[config.mk]
export PLATFORM = sky130hd
export DESIGN_NAME = conv_result_collector
export DESIGN_NICKNAME = d
export VERILOG_FILES = /design/src/rtl/conv_pkg.sv /design/src/rtl/conv_pos_counter.sv /design/src/rtl/conv_result_collector.sv
export SDC_FILE = /design/constraint.sdc
export NUM_CORES = 1
export LEC_CHECK = 0
export ABC_CLOCK_PERIOD_IN_PS = 2500
export CORE_ASPECT_RATIO = 1.75
export CORE_MARGIN = 3
export CORE_UTILIZATION = 48
export DETAILED_ROUTE_END_ITERATION = 7
export GPL_TIMING_DRIVEN = 0
export PLACE_DENSITY = 0.78
export SETUP_SLACK_MARGIN = 0.4
export SLEW_MARGIN = 10
export SYNTH_ARGS = -nofsm -noshare
export SYNTH_HDL_FRONTEND = slang
export SYNTH_SLANG_ARGS = --single-unit
[constraint.sdc]
create_clock -name clk -period 2.5 [get_ports clk]
set_clock_uncertainty 0.15 [all_clocks]
set_input_delay 0.5 -clock clk [delete_from_list [all_inputs] [get_ports clk]]
set_output_delay 0.5 -clock clk [all_outputs]
set_load 0.005 [all_outputs]
[src/rtl/conv_pkg.sv]
// Shared types and default geometry for the convolver result path.
package conv_pkg;

  typedef enum logic [1:0] {
    IDLE,
    COLLECT,
    FLUSH
  } coll_state_t;

  localparam int DEF_KERN_DIM = 3;
  localparam int DEF_WIDTH    = 28;
  localparam int DEF_HEIGHT   = 28;

  localparam int OUT_W = DEF_WIDTH - DEF_KERN_DIM + 1;
  localparam int OUT_H = DEF_HEIGHT - DEF_KERN_DIM + 1;
  localparam int OUT_N = OUT_W * OUT_H;

endpackage

[src/rtl/conv_pos_counter.sv]
// Raster col/row position counter: advances one pixel per enable, wraps col at WIDTH-1 and row at the last pixel.
// Single-cycle update; clear has priority over advance.
module conv_pos_counter #(
  parameter int WIDTH  = 28,
  parameter int HEIGHT = 28
) (
  input  logic                      clk,
  input  logic                      reset,
  input  logic                      clear,
  input  logic                      adv,
  output logic [$clog2(WIDTH)-1:0]  col,
  output logic [$clog2(HEIGHT)-1:0] row,
  output logic                      last
);

  localparam int CW = $clog2(WIDTH);
  localparam int RW = $clog2(HEIGHT);
  localparam logic [CW-1:0] COL_MAX = CW'(WIDTH - 1);
  localparam logic [RW-1:0] ROW_MAX = RW'(HEIGHT - 1);

  logic col_last;

  assign col_last = (col == COL_MAX);
  assign last     = col_last && (row == ROW_MAX);

  always_ff @(posedge clk) begin
    if (reset || clear) begin
      col <= '0;
      row <= '0;
    end else if (adv) begin
      if (col_last) begin
        col <= '0;
        row <= last ? '0 : row + 1'b1;
      end else begin
        col <= col + 1'b1;
      end
    end
  end

endmodule

[src/rtl/conv_result_collector.sv]
// Drops edge-overhang convolver results, emits the rest with row-major addresses; 1-cycle latency, single output register.
// in_ready falls while the held output is stalled; COLLECT_RELU_EN clamps negative kept results to zero.
module conv_result_collector
  import conv_pkg::*;
#(
  parameter int KERN_DIM = DEF_KERN_DIM,
  parameter int WIDTH    = DEF_WIDTH,
  parameter int HEIGHT   = DEF_HEIGHT,
  parameter int DATA_BW  = 16,
  parameter int ADDR_BW  = $clog2(OUT_N)
) (
  input  logic               clk,
  input  logic               reset,
  input  logic               start,
  input  logic               in_valid,
  input  logic [DATA_BW-1:0] in_data,
  output logic               in_ready,
  output logic               out_valid,
  output logic [DATA_BW-1:0] out_data,
  output logic [ADDR_BW-1:0] out_addr,
  input  logic               out_ready,
  output logic               busy,
  output logic               done
);

  localparam int CW = $clog2(WIDTH);
  localparam int RW = $clog2(HEIGHT);
  localparam logic [CW-1:0] KEEP_COL = CW'(KERN_DIM - 1);
  localparam logic [RW-1:0] KEEP_ROW = RW'(KERN_DIM - 1);

  coll_state_t        state_q, state_d;
  logic [CW-1:0]      col;
  logic [RW-1:0]      row;
  logic               pos_last;
  logic               clear;
  logic               done_d;
  logic               in_hs;
  logic               keep;
  logic               load;
  logic               out_hs;
  logic [ADDR_BW-1:0] addr_q;
  logic [DATA_BW-1:0] load_data;

  assign in_hs  = in_valid && in_ready;
  assign keep   = (col >= KEEP_COL) && (row >= KEEP_ROW);
  assign load   = in_hs && keep;
  assign out_hs = out_valid && out_ready;

`ifdef COLLECT_RELU_EN
  assign load_data = in_data[DATA_BW-1] ? '0 : in_data;
`else
  assign load_data = in_data;
`endif

  conv_pos_counter #(
    .WIDTH  (WIDTH),
    .HEIGHT (HEIGHT)
  ) u_pos (
    .clk   (clk),
    .reset (reset),
    .clear (clear),
    .adv   (in_hs),
    .col   (col),
    .row   (row),
    .last  (pos_last)
  );

  always_ff @(posedge clk) begin
    if (reset) state_q <= IDLE;
    else       state_q <= state_d;
  end

  always_comb begin
    state_d  = state_q;
    clear    = 1'b0;
    in_ready = 1'b0;
    busy     = 1'b1;
    done_d   = 1'b0;
    case (state_q)
      IDLE: begin
        busy = 1'b0;
        if (start) begin
          state_d = COLLECT;
          clear   = 1'b1;
        end
      end
      COLLECT: begin
        // Output register frees up this cycle when it is empty or being drained.
        in_ready = !out_valid || out_ready;
        if (in_valid && (!out_valid || out_ready) && pos_last) state_d = FLUSH;
      end
      FLUSH: begin
        if (!out_valid || out_ready) begin
          done_d  = 1'b1;
          state_d = IDLE;
        end
      end
      default: state_d = IDLE;
    endcase
  end

  always_ff @(posedge clk) begin
    if (reset) begin
      out_valid <= 1'b0;
      out_data  <= '0;
      out_addr  <= '0;
      addr_q    <= '0;
      done      <= 1'b0;
    end else begin
      done <= done_d;
      if (clear)     addr_q <= '0;
      else if (load) addr_q <= addr_q + 1'b1;
      if (load) begin
        out_valid <= 1'b1;
        out_data  <= load_data;
        out_addr  <= addr_q;
      end else if (out_hs) begin
        out_valid <= 1'b0;
      end
    end
  end

endmodule
Yosys cells after proc, flatten, opt, wreduce, memory -nomap -nowiden

Index checks and enable logic that the tools add are counted.

Register bits after elaboration: 50
Logic and storage cells: 50

$add $sub $neg: 3
Magnitude comparators: 2
Equality and inequality tests: 7
Muxes and demuxes: 13
Bitwise operators: 1
Reduce and logical (&&, ||, !) cells: 16

Operator list:

| cell                  | count |
|---|---|
| $add 10x1->10 const B | 1 |
| $add 5x1->5 const B   | 2 |
| $eq 5x5->1 const B    | 2 |
| $ge 5x2->1 const B    | 2 |
| $mux 5                | 2 |
| $logic_and 1x1->1     | 7 |
| $mux 1                | 7 |
| $mux 2                | 3 |
| $ne 2x2->1 const B    | 3 |
| $pmux 2 s3            | 1 |
| $reduce_or 2->1       | 2 |
| $reduce_and 3->1      | 1 |
| $eq 2x1->1 const B    | 1 |
| $eq 2x2->1 const B    | 1 |
| $logic_not 2->1       | 1 |
| $logic_or 1x1->1      | 2 |
| $reduce_and 2->1      | 1 |
| $reduce_bool 2->1     | 1 |
| $logic_not 1->1       | 1 |
| $not 1->1             | 1 |

Logic depth before layout (Yosys ltp)

Gate-level depths: netlist (run 1).

Word-level depth: 6
Depth in mapped cells: 9
Mapped depth without buffers: 7

Cells and area by module

Synthesis (run 1) repeated with hierarchy kept, for this count alone.

Cell total of the unflattened synthesis: 258
Area total of the unflattened synthesis: 2217.1 µm²

Modules (own cells, without submodules):

| module                | instances | cells an instance | area an instance (µm²) | sequential area each (µm²) |
|---|---|---|---|---|
| conv_result_collector | 1         | 204               | 1720.4                 | 800.8 |
| conv_pos_counter      | 1         | 54                | 496.7                  | 200.2 |

Least setup slack after synthesis (run 1)

No wires, ideal clock.

Kind: input-to-reg
Start: input port out_ready
End: register addr_q[9]
Arrival time: 1.909 ns
Required time: 2.279 ns
Slack: 0.371 ns
Cell stages on the path: 6
Buffers on the path: 1
Path through: nand2b_1 -> nand3_2 -> or3_1 -> buf_6 -> or4_1 -> a21oi_1

Word-level cells in the longest chain between the ends: 4

RTL lines:

| what                 | line                         | RTL |
|---|---|---|
| start, declared      | conv_result_collector.sv:21  | `input logic out_ready,` |
| $logic_or 1x1->1     | conv_result_collector.sv:89  | `in_ready = !out_valid \|\| out_ready;` |
| $mux 1               | conv_result_collector.sv:79  | `case (state_q)` |
| $logic_and 1x1->1    | conv_result_collector.sv:44  | `assign in_hs = in_valid && in_ready;` |
| $logic_and 1x1->1    | conv_result_collector.sv:46  | `assign load = in_hs && keep;` |
| end signal, assigned | conv_result_collector.sv:112 | `else if (load) addr_q <= addr_q + 1'b1;` |
| end, declared        | conv_result_collector.sv:41  | `logic [ADDR_BW-1:0] addr_q;` |

Every way passes these cells.
A chain may end at the register's enable or synchronous reset.

Final worst setup path (run 1)

Start: register u_pos.col[0]
End: register out_data[11]

Word-level cells in the longest chain between the ends: 3

RTL lines:

| what                   | line                         | RTL |
|---|---|---|
| start, declared        | conv_pos_counter.sv:11       | `output logic [$clog2(WIDTH)-1:0] col,` |
| start signal, assigned | conv_pos_counter.sv:35       | `col <= col + 1'b1;` |
| $ge 5x2->1             | conv_result_collector.sv:45  | `assign keep = (col >= KEEP_COL) && (row >= KEEP_ROW);` |
| $logic_and 1x1->1      | conv_result_collector.sv:45  |  |
| $logic_and 1x1->1      | conv_result_collector.sv:46  |  |
| end signal, assigned   | conv_result_collector.sv:115 | `out_data <= load_data;` |
| end, declared          | conv_result_collector.sv:19  | `output logic [DATA_BW-1:0] out_data,` |

Every way passes these cells.

==> results of run 1 <==
==> final cells by class <==
type,instances,area share
clock inverters,1,0.01054
flip-flops and latches,50,0.3543
well taps,48,0.02107
clock buffers,6,0.02897
inverters,5,0.006585
multi-input cells,182,0.3626
repair buffers,55,0.1874
plain buffers,12,0.02853
==> per-layer routing <==
metal  part of all wire  vias to the layer above
met3              0.037                        7
met1               0.41                      868
met2               0.54                       39
met4              0.017                        0
met5                  0                        -
li1                   -                      972
==> logic make-up after synthesis <==
logic type	Yosys count	share of synthesized area
muxes	2	0.009768
DFF	50	0.4884
AOI/OAI and AO/OA	51	0.1368
and+or+nand+nor	118	0.2723
xor gates and xnor gates	6	0.02564
buffers and inverters	17	0.03663
adders and majority gates	5	0.03053
==> worst max-delay path, cell delays in order, from the launching register on <==
cell	delay, ns
dfxtp_2	0.37
inv_1	0.06
ha_2	0.17
or4_4	0.48
nor2_4	0.13
or3_4	0.15
buf_4	0.15
buf_8	0.13
nand2_1	0.05
a21oi_1	0.14
==> layout by cell type, fill, tap and decap left out, drive strengths merged, types with 2 or more instances in the layout <==
cell type and instances:
a21oi 39, a31o 2, and4b 2, buf 10
clkbuf 13, clkdlybuf4s50 47, dfxtp 50, dlygate4sd2 3
ha 5, inv 5, mux2i 2, nand2 63
nand3 9, nand4 3, nor2 15, nor2b 5
nor3 3, nor4 3, o21ai 4, o31ai 2
or3 7, or4 4, xnor2 4, xor2 2
==> timing repair <==
item                                   in CTS  in global routing
endpoints found under the hold margin       0                  0
buffers inserted                            1                  2
pin swaps                                   2                  4
resized for setup                          14                 24
setup endpoints to repair                  39                 36
cloned                                      1                  1
==> sequential cells by signal (all words and copies together) (netlist names) <==
| register | flops |
|---|---|
| addr_q | 10 |
| done | 1 |
| out_addr | 10 |
| out_data | 16 |
| out_valid | 1 |
| state_q | 2 |
| u_pos.col | 5 |
| u_pos.row | 5 |
==> power breakdown <==
group	internal, uW	switching [uW]	leakage [uW]
clock	320	247	0.0000573
sequential	798	2.60	0.000406
combinational	45.4	38.0	0.000523
total	1160	288	0.000986
==> stage by stage <==
stage	area (sq um)	setup WS, ns	total power, uW	util
floorplan	2057	0.4265	851.0	-
global placement	2618	-0.1710	899.3	0.6579
detailed placement	2618	-0.1821	899.4	0.6579
CTS	2771	0.3931	1465	0.6965
global route	2850	0.3351	1498	0.7164
finish	2850	0.4378	1451	0.7164
==> path summary, 6_finish.rpt <==
path                            slack, ns  depth (start not counted)      endpoint
worst min-delay path                 0.30                          2   out_addr[8]
worst max register to register       0.44                          9  out_data[11]
worst max-delay path                 0.44                          9  out_data[11]
worst min register to register       0.30                          2   out_addr[8]
==> metrics.csv, run 1 <==
stage;metric;value;unit
outcome;run_status;finished, final reports clean;
finish;nets;337;
routing;routed_wl;4680;um
yosys;synthMostInstantiatedCell;nand2_1;
finish;finalNonFillerCells;359;
finish;fill_cells;338;
yosys;async_flop_share;0;
worst_setup_path;crit_path_end_kind;register;
yosys;synth_top_area_frac;0.4884;
routing;dr_total_vias;1886;
global_routing;met3_usage;0.04463;
finish;drive_above_1_share;0.1222;
timing;rsz0062_at_grt;yes;
cts;cts_sinks;50;
floorplanning;core-area;3979;sq um
timing;fmax;484.9;MHz
yosys;ys_warn_count;0;
timing;whs;0.3048;ns
global_routing;top_usage_layer;met2;
yosys;ys_types;33;
placement;dpl.hpwl;3369;um
floorplanning;ioPinCount;51;
yosys;yosys-top-cells-count;nand2_1 (63), dfxtp_1 (50), a21oi_1 (39), nor2_1 (15);
cts;root_buffer;clkbuf_8;
routing;antenna_left;0;
worst_setup_path;startpoint_type;register;
yosys;syn_area;2049;sq um
floorplanning;die-area;5121;sq um
timing;relSlewSlack;0.6462;
worst_setup_path;path_class;reg -> reg;
timing;period_needed;2.062;ns
global_routing;grt_max_degree;15;
routing;via_per_inst;5.253;
pwr;powerDensity;509.1;nW/um^2
timing;timing.final.crit_share;0.8249;
global_routing;grtUsageMet1;0.2002;
floorplanning;die_x;55.40;um
global_routing;overflow;0;
floorplanning;start_util;0.5151;
finish;multiInputGateArea;1033;sq um
worst_setup_path;critPathMaxFanout;10;
global_routing;grtUsageMet2;0.3429;
finish;num_antenna_cells;0;
routing;drc;0;
cts;cts_hold_buf;0;
worst_setup_path;crit_path_start;u_pos.col[0];
yosys;syn-num-nets;275;
min_path;hold_class;reg -> reg;
yosys;ys.flop_type;dfxtp_1;
job;cap_violations;0;
timing;hold_violations;0;
cts;htreeDepth;2;
yosys;syn_avg_cell_area;8.231;sq um
worst_setup_path;crit_arrival;2.14;ns
min_path;holdCritStartpoint;out_addr[8];
finish;seq_area;1010;sq um
pwr;peakVddDrop;0.0004930;V
cts;cts_buffers;5;
cts;clockBufferDepth;2;
cts;cts_tree;built;
placement;port_buffers;50;
yosys;yosysTopAreaCell;dfxtp_1;
floorplanning;num_rows;30;
yosys;synth-seq-area-share;0.4884;
worst_setup_path;cp.required;2.58;ns
routing;firstDrtPassIters;4;
global_routing;track_usage;0.1877;
timing;slew_violations;0;
cts;path_clk_slew;0.08;ns
placement;dp.cells;347;
floorplanning;die_h;92.44;um
yosys;synth_edf_count;0;
yosys;yosys-top-cells-area;dfxtp_1 (49%), nand2_1 (12%), a21oi_1 (9.5%);
timing;tightest_slew;0.5308;ns
worst_setup_path;reg2reg_from;u_pos.col[0];
placement;gp_congestion;0.8141;
routing;wl_per_cell;13.04;um
yosys;synth_cells;249;
global_routing;first_global_vias;1757;
global_routing;antenna_found_initial;0;
timing;setup_viol;0;
pwr;p_leak;0.0009860;uW
cts;clk_latency;0.30;ns
timing;setup_tns;0;ns
yosys;ys_ff_latch;50;
finish;area_growth;39.07;%
routing;drtIter0Drc;46;
global_routing;grt_pass1_wl;7824;um
(Power assumes the default switching activity.)
==> inputs of run 2 (changes only) <==
- ABC_CLOCK_PERIOD_IN_PS: 2500 -> 1900
- clock period: 2.5 -> 1.9 ns (I/O delays scaled with it)
==> metrics.csv, run 2 (same netlist as run 1, synthesis figures left out) <==
stage;metric;value;unit;change
cts;cts_buffers;5;;unchanged
cts;cts_tree;built;;unchanged
global_routing;grt_pass1_wl;9287;um;was 7824 um
cts;cts_sinks;50;;unchanged
finish;seq_area;1026;sq um;was 1010 sq um
worst_setup_path;crit_arrival;2.12;ns;was 2.14 ns
finish;largest_registers;out_data x16, addr_q x10, out_addr x10;;unchanged
worst_setup_path;cp_slowest_stage_delay;0.44;ns;was 0.48 ns
routing;antenna_left;0;;unchanged
routing;wl_per_cell;17.79;um;was 13.04 um
floorplanning;core-area;3979;sq um;unchanged
worst_setup_path;cp_cell_sequence;ha_2 > or4_4 > nor2_4 > or3_4 > buf_8 > buf_8 > nand2_2 > a21oi_1;;was inv_1 > ha_2 > or4_4 > nor2_4 > or3_4 > buf_4 > buf_8 > nand2_1 > a21oi_1
job;cap_violations;0;;unchanged
finish;regMostFlops;out_data;;unchanged
routing;drc;0;;unchanged
floorplanning;die-area;5121;sq um;unchanged
pwr;peakVddDrop;0.0006068;V;was 0.0004930 V
timing;relSlewSlack;0.5404;;was 0.6462
worst_setup_path;cp_common_cell;buf_8;;
finish;num_antenna_cells;0;;unchanged
finish;area_growth;67.70;%;was 39.07%
cts;root_buffer;clkbuf_8;;unchanged
finish;drive_above_1_share;0.4354;;was 0.1222
worst_setup_path;crit_path_end_kind;register;;unchanged
timing;setup_ws;-0.1358;ns;was 0.4378 ns
routing;drtIter0Drc;75;;was 46
timing;setup_viol;33;;was 0
routing;firstDrtPassIters;4;;unchanged
global_routing;first_global_vias;2029;;was 1757
finish;largest_register_ffs;16;;unchanged
floorplanning;ioPinCount;51;;unchanged
placement;port_buffers;50;;unchanged
outcome;failed_checks;negative setup slack;;
floorplanning;die_x;55.40;um;unchanged
worst_setup_path;critPathSlowestCell;or4_4;;unchanged
worst_setup_path;cp.required;1.98;ns;was 2.58 ns
cts;clk_latency;0.31;ns;was 0.30 ns
placement;dpl.hpwl;3499;um;was 3369 um
global_routing;antenna_found_initial;0;;unchanged
finish;multiInputGateArea;1398;sq um;was 1033 sq um
cts;clockBufferDepth;2;;unchanged
worst_setup_path;path_class;reg -> reg;;unchanged
finish;final_util;0.8638;;was 0.7164
pwr;power;1966;uW;was 1451 uW
timing;rsz0062_at_grt;yes;;unchanged
worst_setup_path;startpoint_type;register;;unchanged
finish;fill_cells;193;;was 338
finish;mostFrequentLayoutCells;dfxtp_1 (38), nand2_1 (34), dlygate4sd2_1 (30);;was nand2_1 (63), clkdlybuf4s50_1 (47), dfxtp_1 (45)
placement;gp_congestion;0.8175;;was 0.8141
timing;period_needed;2.036;ns;was 2.062 ns
timing;hold_violations;0;;unchanged
timing;tightest_slew;0.6895;ns;was 0.5308 ns
pwr;p_leak;0.001303;uW;was 0.0009860 uW
cts;htreeDepth;2;;unchanged
global_routing;track_usage;0.2212;;was 0.1877
routing;dr_total_vias;2183;;was 1886
finish;mostFrequentLayoutCell;dfxtp_1;;was nand2_1
timing;fmax;491.2;MHz;was 484.9 MHz
outcome;run_status;finished, violations left;;was finished, final reports clean
global_routing;overflow;0;;unchanged
global_routing;grt_max_degree;15;;unchanged
routing;routed_wl;6778;um;was 4680 um
worst_setup_path;critPathMaxFanout;7;;was 10
floorplanning;start_util;0.5151;;unchanged
floorplanning;die_h;92.44;um;unchanged
pwr;powerDensity;571.9;nW/um^2;was 509.1 nW/um^2
timing;timing.final.crit_share;1.071;;was 0.8249
routing;via_per_inst;5.730;;was 5.253
finish;nets;358;;was 337
cts;path_clk_slew;0.08;ns;about the same
min_path;hold_class;reg -> reg;;unchanged
timing;slew_violations;0;;unchanged
floorplanning;num_rows;30;;unchanged
run 2: cell count changes in the layout (fill, tap and decap cells not counted), sizes merged:
cell           previous run  this run
clkdlybuf4s50            47        18
dlygate4sd2               3        30
buf                      10        32
clkbuf                   13        15
run 2: repair_timing:
action,4_1_cts,5_1_grt
gates resized for setup,82,99
hold endpoints to repair,0,0
setup endpoints to repair,79,52
buffers inserted,13,8
cloned,4,1
pin swaps,13,34
hold buffers,0,0
run 2: final cells by class:
cell class | instances | area share
Multi-Input combinational cell | 182 | 0.4066
Sequential cell | 50 | 0.2985
Timing Repair Buffer | 76 | 0.2093
Clock buffer | 7 | 0.02221
Inverter | 5 | 0.006189
Tap cell | 48 | 0.01747
Clock inverter | 1 | 0.008737
Buffer | 12 | 0.03094
run 2: stage by stage:
step                cell area [sq um]  cells  hold slack, ns  TNS, ns  worst slack, ns
floorplan                        2117    249          0.2686  -0.2846         -0.03908
global placement                 2678    347          0.2814   -16.79          -0.5213
detailed placement               2678    347          0.2899   -17.36          -0.5514
CTS                              3033    372          0.3056  -0.3235         -0.04075
global route                     3437    381          0.3245   -4.967          -0.2435
finish                           3437    381          0.3082   -3.031          -0.1358
run 2: layer usage:
layer | GRT usage | wire length, um | share of wire
met3 | 0.04045 | 308 | 0.045
met5 | 0 | 0 | 0
met1 | 0.2470 | 2446 | 0.36
met4 | 0.07911 | 283 | 0.042
met2 | 0.4091 | 3740 | 0.55
run 2: power by group:
part	internal [uW]	total (uW)	switching [uW]	leakage, uW
Sequential	1050	1050	2.56	0.000410
Clock	394	741	346	0.0000524
Combinational	92.4	176	83.3	0.000841
run 2: worst paths after layout:
check	slack [ns]	depth (start not counted)	endpoint	from
worst min-delay path	0.31	2	out_addr[9]	out_addr[9]
worst max-delay path	-0.14	8	out_data[12]	u_pos.row[1]
worst max register to register	-0.14	8	out_data[12]	u_pos.row[1]
worst min register to register	0.31	2	out_addr[9]	out_addr[9]
run 2: critical path: cells and delay by family, from the launching register on:
| family | cells | cell delay (ns) |
|---|---|---|
| AND/OR/NAND/NOR | 4 | 0.83 |
| buffers and inverters | 2 | 0.29 |
| adder cells (fa/ha/maj) | 1 | 0.18 |
| AO/OA/AOI/OAI | 1 | 0.14 |
| flip-flops | 1 | 0.38 |
